--- config.mk ---
export PLATFORM = sky130hd
export DESIGN_NAME = block_responder
export DESIGN_NICKNAME = d
export VERILOG_FILES = /design/src/rtl/block_responder_pkg.sv /design/src/rtl/block_channel.sv /design/src/rtl/block_responder.sv
export SDC_FILE = /design/constraint.sdc
export NUM_CORES = 1
export LEC_CHECK = 0
export BUFFER_PORTS_ARGS = -buffer_cell sky130_fd_sc_hd__buf_4
export CELL_PAD_IN_SITES_DETAIL_PLACEMENT = 1
export CELL_PAD_IN_SITES_GLOBAL_PLACEMENT = 1
export CORE_MARGIN = 5
export CORE_UTILIZATION = 52
export CTS_CLUSTER_SIZE = 12
export DETAILED_ROUTE_END_ITERATION = 7
export GPL_TIMING_DRIVEN = 0
export PLACE_DENSITY = 0.89
export SYNTH_ARGS = -nofsm -noshare
export SYNTH_HDL_FRONTEND = slang
export SYNTH_SLANG_ARGS = --single-unit
--- constraint.sdc ---
create_clock -name clk -period 7.8 [get_ports clk]
set_clock_uncertainty 0.15 [all_clocks]
set_input_delay 0.39 -clock clk [delete_from_list [all_inputs] [get_ports clk]]
set_output_delay 0.39 -clock clk [all_outputs]
set_load 0.01 [all_outputs]
--- src/rtl/block_responder_pkg.sv ---
// Shared definitions for the block-side responder: channel state encoding
// and default sizing constants.
package block_responder_pkg;

    localparam int unsigned N_CH        = 7;
    localparam int unsigned LAT_W       = 8;
    localparam int unsigned DEFAULT_LAT = 4;

    typedef enum logic [1:0] {
        IDLE = 2'd0,
        BUSY = 2'd1,
        DONE = 2'd2
    } ch_state_e;

endpackage

--- src/rtl/block_channel.sv ---
// One responder channel: start/latency/done FSM with its own latency
// register, countdown and sticky abort flag.
module block_channel #(
    parameter int unsigned LAT_W       = block_responder_pkg::LAT_W,
    parameter int unsigned DEFAULT_LAT = block_responder_pkg::DEFAULT_LAT
) (
    input  logic             clk,
    input  logic             reset,
    input  logic             req,
    input  logic             lat_we,
    input  logic [LAT_W-1:0] lat_in,
    input  logic             abort_clr,
    output logic             done,
    output logic             busy,
    output logic             abort_flag
);
    import block_responder_pkg::*;

    ch_state_e        state, state_nxt;
    logic [LAT_W-1:0] cnt;
    logic [LAT_W-1:0] lat;
    logic             abort_set;
    logic             done_d, busy_d;

    always_ff @(posedge clk or posedge reset) begin
        if (reset) begin
            state <= IDLE;
        end else begin
            state <= state_nxt;
        end
    end

    // Withdrawal while BUSY wins over the cnt==0 completion.
    always_comb begin
        state_nxt = state;
        abort_set = 1'b0;
        unique case (state)
            IDLE: if (req) state_nxt = BUSY;
            BUSY: begin
                if (!req) begin
                    state_nxt = IDLE;
                    abort_set = 1'b1;
                end else if (cnt == '0) begin
                    state_nxt = DONE;
                end
            end
            DONE:    if (!req) state_nxt = IDLE;
            default: state_nxt = IDLE;
        endcase
    end

    // Status bits are decoded from the next state and flopped, so they
    // change glitch-free on the same edge as the state register.
    always_comb begin
        done_d = (state_nxt == DONE);
        busy_d = (state_nxt == BUSY);
    end

    always_ff @(posedge clk or posedge reset) begin
        if (reset) begin
            done <= 1'b0;
            busy <= 1'b0;
        end else begin
            done <= done_d;
            busy <= busy_d;
        end
    end

    // A start samples lat before any same-cycle write lands.
    always_ff @(posedge clk or posedge reset) begin
        if (reset) begin
            cnt <= '0;
        end else if (state == IDLE && req) begin
            cnt <= lat;
        end else if (state == BUSY && req && cnt != '0) begin
            cnt <= cnt - LAT_W'(1);
        end
    end

    always_ff @(posedge clk or posedge reset) begin
        if (reset) begin
            lat <= LAT_W'(DEFAULT_LAT);
        end else if (lat_we) begin
            lat <= lat_in;
        end
    end

    always_ff @(posedge clk or posedge reset) begin
        if (reset) begin
            abort_flag <= 1'b0;
        end else if (abort_set) begin
            abort_flag <= 1'b1;
        end else if (abort_clr) begin
            abort_flag <= 1'b0;
        end
    end

endmodule

--- src/rtl/block_responder.sv ---
// Block-side partner of the 7-bit control/status handshake: one
// independent latency-emulating channel per control bit.
module block_responder #(
    parameter int unsigned N_CH        = block_responder_pkg::N_CH,
    parameter int unsigned LAT_W       = block_responder_pkg::LAT_W,
    parameter int unsigned DEFAULT_LAT = block_responder_pkg::DEFAULT_LAT
) (
    input  logic             clk,
    input  logic             reset,
    input  logic [N_CH-1:0]  control,
    output logic [N_CH-1:0]  blocks,
    output logic [N_CH-1:0]  busy,
    output logic [N_CH-1:0]  abort_flags,
    input  logic [N_CH-1:0]  abort_clr,
    input  logic             cfg_we,
    input  logic [2:0]       cfg_idx,
    input  logic [LAT_W-1:0] cfg_lat
);
    import block_responder_pkg::*;

    logic [N_CH-1:0] lat_we;

    // Out-of-range indices match no channel and are dropped.
    for (genvar i = 0; i < N_CH; i++) begin : g_ch
        assign lat_we[i] = cfg_we && (int'(cfg_idx) == i);

        block_channel #(
            .LAT_W       (LAT_W),
            .DEFAULT_LAT (DEFAULT_LAT)
        ) u_ch (
            .clk        (clk),
            .reset      (reset),
            .req        (control[i]),
            .lat_we     (lat_we[i]),
            .lat_in     (cfg_lat),
            .abort_clr  (abort_clr[i]),
            .done       (blocks[i]),
            .busy       (busy[i]),
            .abort_flag (abort_flags[i])
        );
    end

endmodule

* Word-level counts from Yosys, hierarchy flattened
Index checks and enable logic that the tools add are counted.
** Operators by class
- Magnitude comparators :: 0
- Reduce and logical (&&, ||, !) cells :: 64
- Divide/modulo/power cells :: 0
- $add $sub $neg :: 7
- Equality and inequality tests :: 34
- Multiplexer cells :: 77
- $mul :: 0
- Bitwise gates (word level) :: 0
- Shifts and indexed selects :: 0
** Operators by type and width (count)
- 2-to-1 mux 8 bit :: 14
- logical NOT 8 bit :: 7
- 2-to-1 mux 2 bit :: 28
- nonzero test 8 bit :: 7
- subtractor 8 x 1 -> 8 bit, second input constant :: 7
- one-hot mux 2 bit (3 select lines) :: 7
- == test 2 x 1 -> 1 bit, second input constant :: 14
- == test 2 bit, second input constant :: 14
- logical AND 1 bit :: 28
- 2-to-1 mux 1 bit :: 28
- nonzero test 2 bit :: 14
- logical NOT 2 bit :: 7
- == test 3 bit, second input constant :: 4
- == test 3 x 2 -> 1 bit, second input constant :: 2
- logical NOT 3 bit :: 1
** Word-level totals
- Bits in latches :: 0
- Input bits :: 28
- ROM bits :: 0
- Memories kept :: 0
- Register bits after elaboration :: 147
- Memory bits (writable) :: 0
- Output and inout port bits :: 21

* Longest topological paths before layout
Gate-level depths: netlist of run 1.
- Word-level depth :: 5
- Depth in mapped cells :: 7
- Mapped depth without buffers :: 7

* Cells and area by module
Synthesis of run 1 repeated with hierarchy kept, for this count alone.
** Second synthesis, totals
- Cell total of the unflattened synthesis :: 657
- Area total of the unflattened synthesis :: 7068.0 sq um
** Modules (own cells, without submodules)
- block_channel (g_ch[0].u_ch ...) :: seq. area each 526.8 sq um, cells each 93, instances 6, area an instance 996.0 sq um
- block_channel (g_ch[6].u_ch) :: seq. area each 526.8 sq um, cells each 92, instances 1, area an instance 1006.0 sq um
- block_responder :: seq. area each 0.0 sq um, cells each 7, instances 1, area an instance 86.3 sq um

* Worst setup path before layout of run 1
No wires, ideal clock.
- Path type :: register -> register
- From :: register g_ch[2].u_ch.cnt[0]
- To :: register g_ch[2].u_ch.cnt[5]
- Path buffers :: 0
- Cell stages (with the launch flop) :: 7
- Clock period less this slack :: 1.763 ns
- Slack :: 6.037 ns
- Arrival :: 1.543 ns
- Cells stage by stage :: dfrtp_1 -> inv_1 -> ha_1 -> nor4b_1 -> a31o_2 -> or4_1 -> nand3_1
** Between the ends
- Word-level cells in the longest chain between the ends :: 3
- Elaborated cells on any way between the ends :: 6
- Those cells by class :: 1 x add/sub; 2 x mux; 3 x reduce/logical
** Ends and longest elaborated chain
- start, declared :: RTL line block_channel.sv:20 : logic [LAT_W-1:0] cnt;
- start signal, assigned :: RTL line block_channel.sv:74 : cnt <= lat;
- start signal, assigned :: RTL line block_channel.sv:76 : cnt <= cnt - LAT_W'(1);
- subtractor 8 x 1 -> 8 bit or nonzero test 8 bit (tied branches) :: RTL line block_channel.sv:76, block_channel.sv:75
- 2-to-1 mux 8 bit or logical AND 1 bit (tied branches) :: RTL line block_channel.sv:75 : end else if (state == BUSY && req && cnt != '0) begin
- 2-to-1 mux 8 bit or nonzero test 2 bit (tied branches)
Several ways; a longest one is shown, not always the timed one. The select of a mux whose other input is x is not followed.
A chain may end at the register's enable or synchronous reset.

* Final worst setup path of run 1
- From :: register g_ch[1].u_ch.cnt[0]
- To :: register g_ch[1].u_ch.cnt[7]
** Between the ends
- Word-level cells in the longest chain between the ends :: 3
- Elaborated cells on any way between the ends :: 6
- Those cells by class :: 1 x add/sub; 2 x mux; 3 x reduce/logical
** Ends and longest elaborated chain (RTL line)
- start, declared :: block_channel.sv:20
- start signal, assigned :: block_channel.sv:74
- start signal, assigned :: block_channel.sv:76
- subtractor 8 x 1 -> 8 bit or nonzero test 8 bit (tied branches) :: block_channel.sv:76, block_channel.sv:75
- 2-to-1 mux 8 bit or logical AND 1 bit (tied branches) :: block_channel.sv:75
- 2-to-1 mux 8 bit or nonzero test 2 bit (tied branches)
Several ways; a longest one is shown, not always the timed one. The select of a mux whose other input is x is not followed.

==> impl_results.md, run 1 <==
- Status: complete, no violations
- Final instance area: ~8500 um^2
- Final GP Congestion: around 0.9
- Antenna violations before repair: 0
- Die W: 128 um
- Antenna viol nets, final: 0
- Worst Path Max Fanout: 10
- Worst-Skew Late Latency: 0.43 ns
- Top-level port count: 49
- Period utilization: 28.1%
- Combinational fraction of design power: a little over a quarter
- Clock root buffer: clkbuf_16
- Post-DP HPWL: between 10 and 15 mm
- CTS Buf Count: 17
- Worst min-delay path class: in -> reg
- Max-slew violations: 0
- Worst slew margin: ~31%
- Crit start category: register
- Detailed-route DRC error count: 0
- Die area: around 16,000 um^2
- Total gr overflow: 0
- Via count: 5,594
- Final wirelength: 19.8 mm
- Met1 Use GR: 30.8%
- Via-to-Cell Ratio: 6.05
- Share of power burned in registers: between 40% and 50%
- Cell Int Power: 1.83 mW
- Core area: 13,800 um^2
- Yosys top cell area share: approximately 48%
- Cell taking the most area after synthesis: dfrtp_1
- Synth async-reset ratio: 100%
- Met2 Use GR: around 45%
- Required @ worst endpoint: 7.99 ns
- Arrival time worst endpoint: 2.38 ns
- First-pass detailed-route iteration total: 4
- Seq cells post-synth: approximately 150
- Std-Cell Rows: 43
- Area of placed instances: 7830 um^2
- Setup TNS: 0 ns
- Maxcap violations: 0
- Sequential share of the synthesized area: between 50% and 60%
- Clk pwr share: 30.0%
- Hold Vio Cnt, Final: 0
- Fillcell total: 1,464
- H-tree depth: 4
- Placed Cells: approximately 900
- Sw Share: 35.0%
- Clock sink count: 147
- Cell area power density: 332 nW/um^2
- Switch Pwr: 0.986 mW
- Maximum clock path buffer count: 2
- Vias in the first global route: 6,146
- RSZ-0062 raised after global routing: no
- Top cells by area, synth: dfrtp_1 48%, mux2_2 8.6%, dfstp_2 2.5%
- First-pass GRT wire length: 32.9 mm
- CTS tree: yes
- Primary FF master, synth: dfrtp_1
- Worst setup EP type: register
- Hold_ws: 0.0106 ns
- Number of flops mapped to enable cells by yosys: 0
- WL per Instance: 21.4 um
- Worst vdd rail ir drop: 0.000154 V
- Synthesized net count: 695
- Fmax: 457 MHz
- 1st-iter DRT viols: 376
- Final #Nets: 766
- Post-CTS Setup Bufs: 0
- # setup viols final: 0
- Fin cells: 924
- Worst-margin pin slew: 1.03 ns
- Unique cell type count in the Yosys netlist: 65
- Syn Area/Cell: around 11 um^2
- Initial Util: 52.5%
- Crit path time final: 2.19 ns
- Grt met3 use: roughly 5.3%
- Critical path class: reg -> reg
- Post-Syn Instances: 660
- Share of cells above drive strength 1: 26.3%
- Diodes inserted: 0
- IO Port Bufs: 46
- Global routing's busiest layer: met2
- Pleak: 3.69 nW
- Clk slew on worst S/H paths: 0.07 ns
- Chip height: 128 um
- Area grow syn2layout: 17.5%
- Largest net degree at the start of global routing: approximately 100
- Netlist Area Pre-Place: 7230 um^2
- Total track usage: between 20% and 30%
- Yosys warns: 0
cells in the mapped netlist (3+ instances only):
library cell    n
mux2i_1        13
nand2b_1       15
nand3_1        13
nor3_1         24
a31oi_2         4
a221oi_1        4
a22oi_1        10
mux2_2         55
a22o_1          6
nand4_1         3
nor3b_1         5
o2bb2ai_1       7
nand4b_1        6
a21oi_1        28
clkbuf_1        7
o32ai_1         7
o22ai_1         4
nor2_1         38
o311ai_0        4
o211ai_1        7
ha_1            7
nor4b_4         3
o31ai_1         3
and2_1          6
nand2_1        43
a21boi_1        4
or4b_1          3
nor2b_1        17
buf_4          22
nor3b_2         4
dfstp_2         7
dfrtp_1       140
buf_2           6
nor4b_1         3
o21ai_0        35
inv_1          41
o21a_1          3
a31oi_1        15
final timing paths:
kind / startpoint / endpoint / slack (ns) / cells past startpoint
setup / recovery: g_ch[1].u_ch.cnt[0] / g_ch[1].u_ch.cnt[7] / 5.61 / 7
hold / removal: abort_clr[3] / g_ch[3].u_ch.abort_flag / 0.01 / 2
setup reg to reg: g_ch[1].u_ch.cnt[0] / g_ch[1].u_ch.cnt[7] / 5.61 / 7
hold reg to reg: g_ch[6].u_ch.lat[3] / g_ch[6].u_ch.lat[3] / 0.36 / 1
max in group asynchronous: reset / g_ch[6].u_ch.cnt[4] / 6.24 / 4
min in group asynchronous: reset / g_ch[1].u_ch.cnt[0] / 0.40 / 3
routing by layer:
metal  vias up  part of all wire, %
met4         0                  2.5
li1       2537                    -
met3        45                  3.6
met1      2884                   40
met5         -                    0
met2       128                   54
what timing repair did:
item,in CTS,in global routing
resized for setup,0,0
hold buffers,5,0
endpoints found under the hold margin,49,0
cell usage in the layout (no fill, tap or decap), drive strengths merged, types with 10 or more instances in the layout:
cell type / synthesis / final
a21oi: 28 / 28
a22oi: 10 / 10
a31oi: 19 / 19
buf: 28 / 75
clkbuf: 7 / 26
dfrtp: 140 / 140
inv: 42 / 43
mux2: 55 / 55
mux2i: 13 / 13
nand2: 43 / 43
nand2b: 15 / 15
nand3: 13 / 13
nor2: 38 / 38
nor2b: 17 / 17
nor3: 28 / 28
nor3b: 11 / 11
o21ai: 37 / 37
worst max-delay path: stages, from the launching register on:
cell and delay [ns]:
dfrtp_1 0.38, inv_1 0.08, ha_1 0.24, nor3b_2 0.21, a31oi_1 0.41, buf_2 0.32
nand3_1 0.11, o31ai_1 0.20
kinds of logic after synthesis:
logic type / count (synthesis) / share of synthesized area [%]
buffers and inverters: 78 / 5.30
adder cells (fa/ha/maj): 7 / 1.21
AO/OA/AOI/OAI: 159 / 15.1
AND/OR/NAND/NOR: 201 / 17.0
multiplexers: 68 / 10.4
flip-flops: 147 / 51.0
power groups by stage:
stage / combinational, mW / sequential [mW] / clock (mW)
finish: 0.762 / 1.21 / 0.846
global route: 0.845 / 1.24 / 0.895
CTS: 0.760 / 1.20 / 0.856
detailed placement: 0.727 / 1.21 / 0
global placement: 0.662 / 1.19 / 0
floorplan: 0.552 / 1.14 / 0
through the flow:
| stage | worst slack, ns | power (mW) | util [%] |
|---|---|---|---|
| 6_report | 5.61 | 2.82 | 61.6 |
| 5_1_grt | 5.45 | 2.98 | 61.6 |
| 4_1_cts | 5.64 | 2.82 | 61.6 |
| 3_5_place_dp | 5.73 | 1.93 | 56.8 |
| 3_3_place_gp | 1.76 | 1.85 | 56.6 |
| 2_1_floorplan | 3.32 | 1.69 | - |
registers in the layout, indices dropped and copies added (netlist names):
signal,cells
g_ch.u_ch.busy,7
g_ch.u_ch.cnt,56
g_ch.u_ch.lat,56
g_ch.u_ch.done,7
g_ch.u_ch.abort_flag,7
g_ch.u_ch.state,14
area by class of cell:
type / instances / area (um^2) / share of cell area [%]
sequential: 147 / 3690 / 43.4
multi-input combinational: 435 / 3160 / 37.2
clock buffer: 19 / 453 / 5.33
timing repair buffer: 52 / 423 / 4.98
tap: 180 / 225 / 2.65
buffer: 35 / 221 / 2.61
inverter: 43 / 166 / 1.96
clock inverter: 13 / 158 / 1.86
Note: power is estimated with default switching activity, not from simulation.
==> run 2, diff against run 1 <==
--- a/config.mk
+++ b/config.mk
@@ -9,11 +9,11 @@
 export CELL_PAD_IN_SITES_DETAIL_PLACEMENT = 1
 export CELL_PAD_IN_SITES_GLOBAL_PLACEMENT = 1
 export CORE_MARGIN = 5
-export CORE_UTILIZATION = 52
+export CORE_UTILIZATION = 49
 export CTS_CLUSTER_SIZE = 12
 export DETAILED_ROUTE_END_ITERATION = 7
 export GPL_TIMING_DRIVEN = 0
-export PLACE_DENSITY = 0.89
+export PLACE_DENSITY = 0.84
 export SYNTH_ARGS = -nofsm -noshare
 export SYNTH_HDL_FRONTEND = slang
 export SYNTH_SLANG_ARGS = --single-unit
==> constraint.sdc (replaced) <==
create_clock -name clk -period 2.2 [get_ports clk]
set_clock_uncertainty 0.15 [all_clocks]
set_input_delay 0.11 -clock clk [delete_from_list [all_inputs] [get_ports clk]]
set_output_delay 0.11 -clock clk [all_outputs]
set_load 0.01 [all_outputs]
==> impl_results.md, run 2 (synthesized netlist as in run 1, its figures left out) <==
- End of the critical path: g_ch[1].u_ch.cnt[4] (was g_ch[1].u_ch.cnt[7])
- Period utilization: 94.5% (was 28.1%)
- Detailed-route DRC error count: 0 (unchanged)
- Status: complete, no violations (unchanged)
- H-tree depth: 4 (unchanged)
- Antenna viol nets, final: 0 (unchanged)
- Sw Share: 33.9% (was 35.0%)
- First-pass detailed-route iteration total: 5 (was 4)
- Cell Int Power: 6.62 mW (was 1.83 mW)
- Worst Path Max Fanout: 10 (unchanged)
- Slowest-stage cell, CP: nor3b_2 (was a31oi_1)
- Share of power burned in registers: 42.6% (was 42.9%)
- Antenna violations before repair: 1 (was 0)
- Most frequent cells in the layout: 140 x dfrtp_1, 69 x buf_4, 55 x mux2_2, 43 x nand2_1, 40 x inv_1 (was 140 x dfrtp_1, 68 x buf_4, 55 x mux2_2, 43 x nand2_1, 40 x inv_1)
- Share of cells above drive strength 1: 25.5% (was 26.3%)
- Largest net degree at the start of global routing: 39 (was 101)
- FF-to-FF path depth: 7 (unchanged)
- Placed Cells: 894 (was 887)
- Diodes inserted: 0 (unchanged)
- Total track usage: 23.0% (was 25.6%)
- Worst setup EP type: register (unchanged)
- Worst slew margin: 35.0% (was 31.0%)
- Area grow syn2layout: 21.9% (was 17.5%)
- CP startpoint: g_ch[1].u_ch.cnt[0] (unchanged)
- WL per Instance: 20.1 um (was 21.4 um)
- Via-to-Cell Ratio: 5.92 (was 6.05)
- Pleak: 3.83 nW (was 3.69 nW)
- Final GP Congestion: 0.871 (was 0.884)
- Most common cell after layout, fill and taps aside: dfrtp_1 (unchanged)
- Arrival time worst endpoint: 2.23 ns (was 2.38 ns)
- FF-to-FF Start: g_ch[1].u_ch.cnt[0] (unchanged)
- First-pass GRT wire length: 32.3 mm (was 32.9 mm)
- Worst vdd rail ir drop: 0.000715 V (was 0.000154 V)
- Maxcap violations: 0 (unchanged)
- R2R Path End: g_ch[1].u_ch.cnt[4] (was g_ch[1].u_ch.cnt[7])
- Worst-margin pin slew: 0.972 ns (was 1.03 ns)
- Power Total: 10.0 mW (was 2.82 mW)
- Final wirelength: 19.3 mm (was 19.8 mm)
- CTS Buf Count: 17 (unchanged)
- CP peak stage delay: 0.40 ns (was 0.41 ns)
- Clk pwr share: 30.4% (was 30.0%)
- IO Port Bufs: 46 (unchanged)
- Final #Nets: 795 (was 766)
- Chip height: 131 um (was 128 um)
- Clock sink count: 147 (unchanged)
- Crit path time final: 2.08 ns (was 2.19 ns)
- Max-slew violations: 0 (unchanged)
- Die area: 17,300 um^2 (was 16,400 um^2)
- Top-level port count: 49 (unchanged)
- Final Util: 60.8% (was 61.6%)
- Fmax: 481 MHz (was 457 MHz)
- Vias in the first global route: 6,128 (was 6,146)
- Fin cells: 957 (was 924)
- Cell chain of the critical path: inv_1 -> ha_1 -> nor3b_2 -> a31oi_1 -> buf_2 -> nor2_1 -> nor3_1 (was inv_1 -> ha_1 -> nor3b_2 -> a31oi_1 -> buf_2 -> nand3_1 -> o31ai_1)
- CTS tree: yes (unchanged)
- Via count: 5,667 (was 5,594)
- Top Registers: g_ch.u_ch.cnt: 56 flops, g_ch.u_ch.lat: 56 flops, g_ch.u_ch.state: 14 flops (unchanged)
- 1st-iter DRT viols: 326 (was 376)
- Hold Vio Cnt, Final: 0 (unchanged)
- Clk slew on worst S/H paths: 0.06 ns (was 0.07 ns)
- FF-to-FF setup slack: 0.12 ns (was 5.61 ns)
- Fillcell total: 1,550 (was 1,464)
- Die W: 131 um (was 128 um)
- Worst min-delay path class: in -> reg (unchanged)
- Std-Cell Rows: 44 (was 43)
- Cell area power density: 1140 nW/um^2 (was 332 nW/um^2)
- Clock root buffer: clkbuf_16 (unchanged)
- Initial Util: 49.9% (was 52.5%)
- Total gr overflow: 0 (unchanged)
- Maximum clock path buffer count: 2 (unchanged)
- Worst-Skew Late Latency: 0.43 ns (about the same)
- Crit start category: register (unchanged)
- # setup viols final: 0 (unchanged)
- Critical path class: reg -> reg (unchanged)
- RSZ-0062 raised after global routing: no (unchanged)
- Switch Pwr: 3.40 mW (was 0.986 mW)
- Combinational fraction of design power: 27.0% (about the same)
- Core area: 14,500 um^2 (was 13,800 um^2)
- Post-DP HPWL: 12.6 mm (about the same)
- Required @ worst endpoint: 2.35 ns (was 7.99 ns)
- Hold Path Depth: 4 (was 2)
-- run 2: how the worst min path moves through the flow --
stage	start	endpoint	slack (ns)
floorplan	control[5]	g_ch[5].u_ch.abort_flag	0.05
global placement	abort_clr[3]	g_ch[3].u_ch.abort_flag	0.15
detailed placement	reset	g_ch[4].u_ch.abort_flag	0.10
CTS	cfg_idx[2]	g_ch[4].u_ch.lat[3]	0.02
global route	cfg_idx[2]	g_ch[4].u_ch.lat[3]	0.04
finish	cfg_idx[2]	g_ch[4].u_ch.lat[3]	0.03
-- run 2: repair_timing --
action | in CTS | in global routing
buffers inserted | 0 | 1
resized for setup | 0 | 0
setup endpoints to repair | 0 | 1
hold buffers | 30 | 0
endpoints found under the hold margin | 108 | 0
-- run 2: critical path, delay by kind of cell, from the launching register on --
kind	cells	cell delay, ns
adders and majority gates	1	0.20
buffers and inverters	2	0.35
AOI/OAI and AO/OA	1	0.23
and+or+nand+nor	3	0.63
DFF	1	0.39
-- run 2: power groups by stage --
stage	clock, mW	combinational [mW]	sequential, mW
after CTS	3.06	2.69	4.25
after global placement	0	2.34	4.20
final	3.05	2.70	4.27
after floorplan	0	1.96	4.04
after global routing	3.21	3.01	4.38
after detailed placement	0	2.56	4.28
-- run 2: per-layer routing --
metal,up-vias,global-route usage (%),part of all wire (%)
met5,-,0,0.036
met4,2,5.94,1.2
met3,24,6.19,4.0
met2,113,39.6,52
met1,2929,28.7,43
li1,2599,-,-
-- run 2: final cells by class --
class                      instances  area (um^2)  share of cell area, %
tap                              184          230                   2.61
timing repair buffer              81          733                   8.32
clock buffer                      24          492                   5.58
sequential                       147         3690                   41.9
multi-input combinational        435         3160                   35.8
buffer                            35          221                   2.51
inverter                          43          165                   1.87
clock inverter                     8          124                   1.41
-- run 2: through the flow --
stage	instance area [um^2]	setup TNS, ns	setup slack, ns	hold slack (ns)
after global placement	7810	-109.81	-0.787	0.150
after detailed placement	7890	0	0.205	0.101
after global routing	8810	0	0.0105	0.0448
after CTS	8800	0	0.113	0.0239
after floorplan	7230	0	0.0987	0.0491
final	8810	0	0.120	0.0312
==> run 3, diff against run 2 <==
--- a/config.mk
+++ b/config.mk
@@ -6,9 +6,9 @@
 export NUM_CORES = 1
 export LEC_CHECK = 0
 export BUFFER_PORTS_ARGS = -buffer_cell sky130_fd_sc_hd__buf_4
-export CELL_PAD_IN_SITES_DETAIL_PLACEMENT = 1
+export CELL_PAD_IN_SITES_DETAIL_PLACEMENT = 0
 export CELL_PAD_IN_SITES_GLOBAL_PLACEMENT = 1
-export CORE_MARGIN = 5
+export CORE_MARGIN = 2
 export CORE_UTILIZATION = 49
 export CTS_CLUSTER_SIZE = 12
 export DETAILED_ROUTE_END_ITERATION = 7
==> impl_results.md, run 3 (synthesized netlist as in run 1, its figures left out) <==
- Status: complete, no violations (unchanged)
- Max-slew violations: 0 (unchanged)
- Worst setup EP type: register (unchanged)
- Maxcap violations: 0 (unchanged)
- Total gr overflow: 0 (unchanged)
- Fillcell total: 1,170 (was 1,550)
- CP peak stage delay: 0.34 ns (was 0.40 ns)
- Pleak: 3.80 nW (was 3.83 nW)
- Final Util: 60.6% (was 60.8%)
- CP startpoint: g_ch[1].u_ch.cnt[0] (unchanged)
- Setup TNS: 0 ns (unchanged)
- Final instance area: 8780 um^2 (was 8810 um^2)
- Die W: 125 um (was 131 um)
- Worst vdd rail ir drop: 0.000621 V (was 0.000715 V)
- Cell area power density: 1090 nW/um^2 (was 1140 nW/um^2)
- Cell chain of the critical path: inv_1 -> ha_1 -> nor3b_2 -> a31oi_1 -> buf_2 -> nand3_1 -> o31ai_1 (was inv_1 -> ha_1 -> nor3b_2 -> a31oi_1 -> buf_2 -> nor2_1 -> nor3_1)
- CTS tree: yes (unchanged)
- FF-to-FF path depth: 7 (unchanged)
- Hold Path Depth: 5 (was 4)
- Worst-Skew Late Latency: 0.42 ns (was 0.43 ns)
- Chip height: 125 um (was 131 um)
- Final wirelength: 15.3 mm (was 19.3 mm)
- Std-Cell Rows: 44 (unchanged)
- Most common cell after layout, fill and taps aside: dfrtp_1 (unchanged)
- Slowest-stage cell, CP: dfrtp_1 (was nor3b_2)
- Clock sink count: 147 (unchanged)
- Via-to-Cell Ratio: 5.65 (was 5.92)
- Post-CTS Setup Bufs: 0 (unchanged)
- CP Buf/Inv Count: 2 (unchanged)
- Detailed-route DRC error count: 0 (unchanged)
- WL per Instance: 16.0 um (was 20.1 um)
- Vias in the first global route: 5,323 (was 6,128)
- Power Total: 9.58 mW (was 10.0 mW)
- Crit start category: register (unchanged)
- First-pass GRT wire length: 25.7 mm (was 32.3 mm)
- Share of cells above drive strength 1: 25.6% (was 25.5%)
- Fmax: 507 MHz (was 481 MHz)
- Clock root buffer: clkbuf_16 (unchanged)
- Hold Path Origin: cfg_idx[2] (unchanged)
- Worst slew margin: 38.8% (was 35.0%)
- Total track usage: 20.2% (was 23.0%)
- Worst-margin pin slew: 0.915 ns (was 0.972 ns)
- WP depth: 7 (unchanged)
- CTS Buf Count: 17 (unchanged)
- Initial Util: 49.9% (unchanged)
- Placed Cells: 894 (unchanged)
- Hold_ws: 0.0399 ns (was 0.0312 ns)
- Pre-CTS setup slack: 0.220 ns (was 0.205 ns)
- Top Registers: g_ch.u_ch.cnt: 56 flops, g_ch.u_ch.lat: 56 flops, g_ch.u_ch.state: 14 flops (unchanged)
- Post-DP HPWL: 10.5 mm (was 12.6 mm)
- Core area: 14,500 um^2 (unchanged)
- Maximum clock path buffer count: 2 (unchanged)
- Worst Path Max Fanout: 10 (unchanged)
- Via count: 5,404 (was 5,667)
- Fin cells: 956 (was 957)
- FF-to-FF Start: g_ch[1].u_ch.cnt[0] (unchanged)
- Setup slack after layout: 0.228 ns (was 0.120 ns)
- RSZ-0062 raised after global routing: no (unchanged)
- Most frequent cells in the layout: 140 x dfrtp_1, 68 x buf_4, 55 x mux2_2, 43 x nand2_1, 40 x inv_1 (was 140 x dfrtp_1, 69 x buf_4, 55 x mux2_2, 43 x nand2_1, 40 x inv_1)
- CP delay by family, top: compound AO/OA/AOI/OAI gates (was simple AND/OR/NAND/NOR gates)
- Clk slew on worst S/H paths: 0.06 ns (about the same)
- Arrival time worst endpoint: 2.15 ns (was 2.23 ns)
- IO Port Bufs: 46 (unchanged)
- # setup viols final: 0 (unchanged)
- Period utilization: 89.7% (was 94.5%)
- Area of placed instances: 7890 um^2 (about the same)
- First-pass detailed-route iteration total: 6 (was 5)
- Die area: 15,700 um^2 (was 17,300 um^2)
- Crit path time final: 1.97 ns (was 2.08 ns)
- Worst min-delay path class: in -> reg (unchanged)
- Final #Nets: 794 (was 795)
- 1st-iter DRT viols: 403 (was 326)
- Hold Vio Cnt, Final: 0 (unchanged)
- Antenna violations before repair: 0 (was 1)
- Diodes inserted: 0 (unchanged)
- Final GP Congestion: 0.850 (was 0.871)
- H-tree depth: 4 (unchanged)
- Largest net degree at the start of global routing: 41 (was 39)
- Critical path class: reg -> reg (unchanged)
- Top-level port count: 49 (unchanged)
- Required @ worst endpoint: 2.37 ns (was 2.35 ns)
- Antenna viol nets, final: 0 (unchanged)
- Area grow syn2layout: 21.5% (was 21.9%)
run 3: cell type report:
type | count | area, um^2 | share of cell area [%]
Tap cell | 184 | 230 | 2.62
Inverter | 43 | 165 | 1.88
Sequential cell | 147 | 3690 | 42.0
Clock inverter | 14 | 155 | 1.77
Buffer | 35 | 221 | 2.52
Timing Repair Buffer | 80 | 733 | 8.35
Multi-Input combinational cell | 435 | 3160 | 36.0
Clock buffer | 18 | 429 | 4.89
run 3: layer usage:
metal | global-route usage (%) | vias up | wire length [um] | share of wire, %
met5 | 0 | - | 0 | 0
met2 | 32.7 | 116 | 7550 | 49
met3 | 5.61 | 14 | 665 | 4.3
met1 | 26.8 | 2683 | 6950 | 45
met4 | 5.75 | 0 | 149 | 0.97
li1 | - | 2591 | - | -
run 3: worst register-to-register path, cell delays in order (launching register included):
cell,delay [ns]
dfrtp_1,0.34
inv_1,0.07
ha_1,0.22
nor3b_2,0.20
a31oi_1,0.32
buf_2,0.27
nand3_1,0.11
o31ai_1,0.20
run 3: worst paths after layout:
check | endpoint | slack [ns]
worst max register to register | g_ch[1].u_ch.cnt[7] | 0.23
worst max-delay path | g_ch[1].u_ch.cnt[7] | 0.23
worst min register to register | g_ch[2].u_ch.cnt[0] | 0.34
min in group asynchronous | g_ch[0].u_ch.state[1] | 0.16
max in group asynchronous | g_ch[1].u_ch.lat[2] | 0.84
worst min-delay path | g_ch[4].u_ch.lat[3] | 0.04
run 3: power by group:
group | total (mW) | leakage (nW) | switching (mW) | internal, mW
logic | 2.53 | 1.75 | 1.28 | 1.25
registers | 4.22 | 1.79 | 0.762 | 3.46
clock network | 2.83 | 0.269 | 1.16 | 1.68
run 3: what timing repair did:
| action | 4_1_cts | 5_1_grt |
|---|---|---|
| endpoints found under the hold margin | 128 | 0 |
| gates resized for setup | 0 | 0 |
| hold buffers | 30 | 0 |
| endpoints found under the setup margin | 0 | 0 |
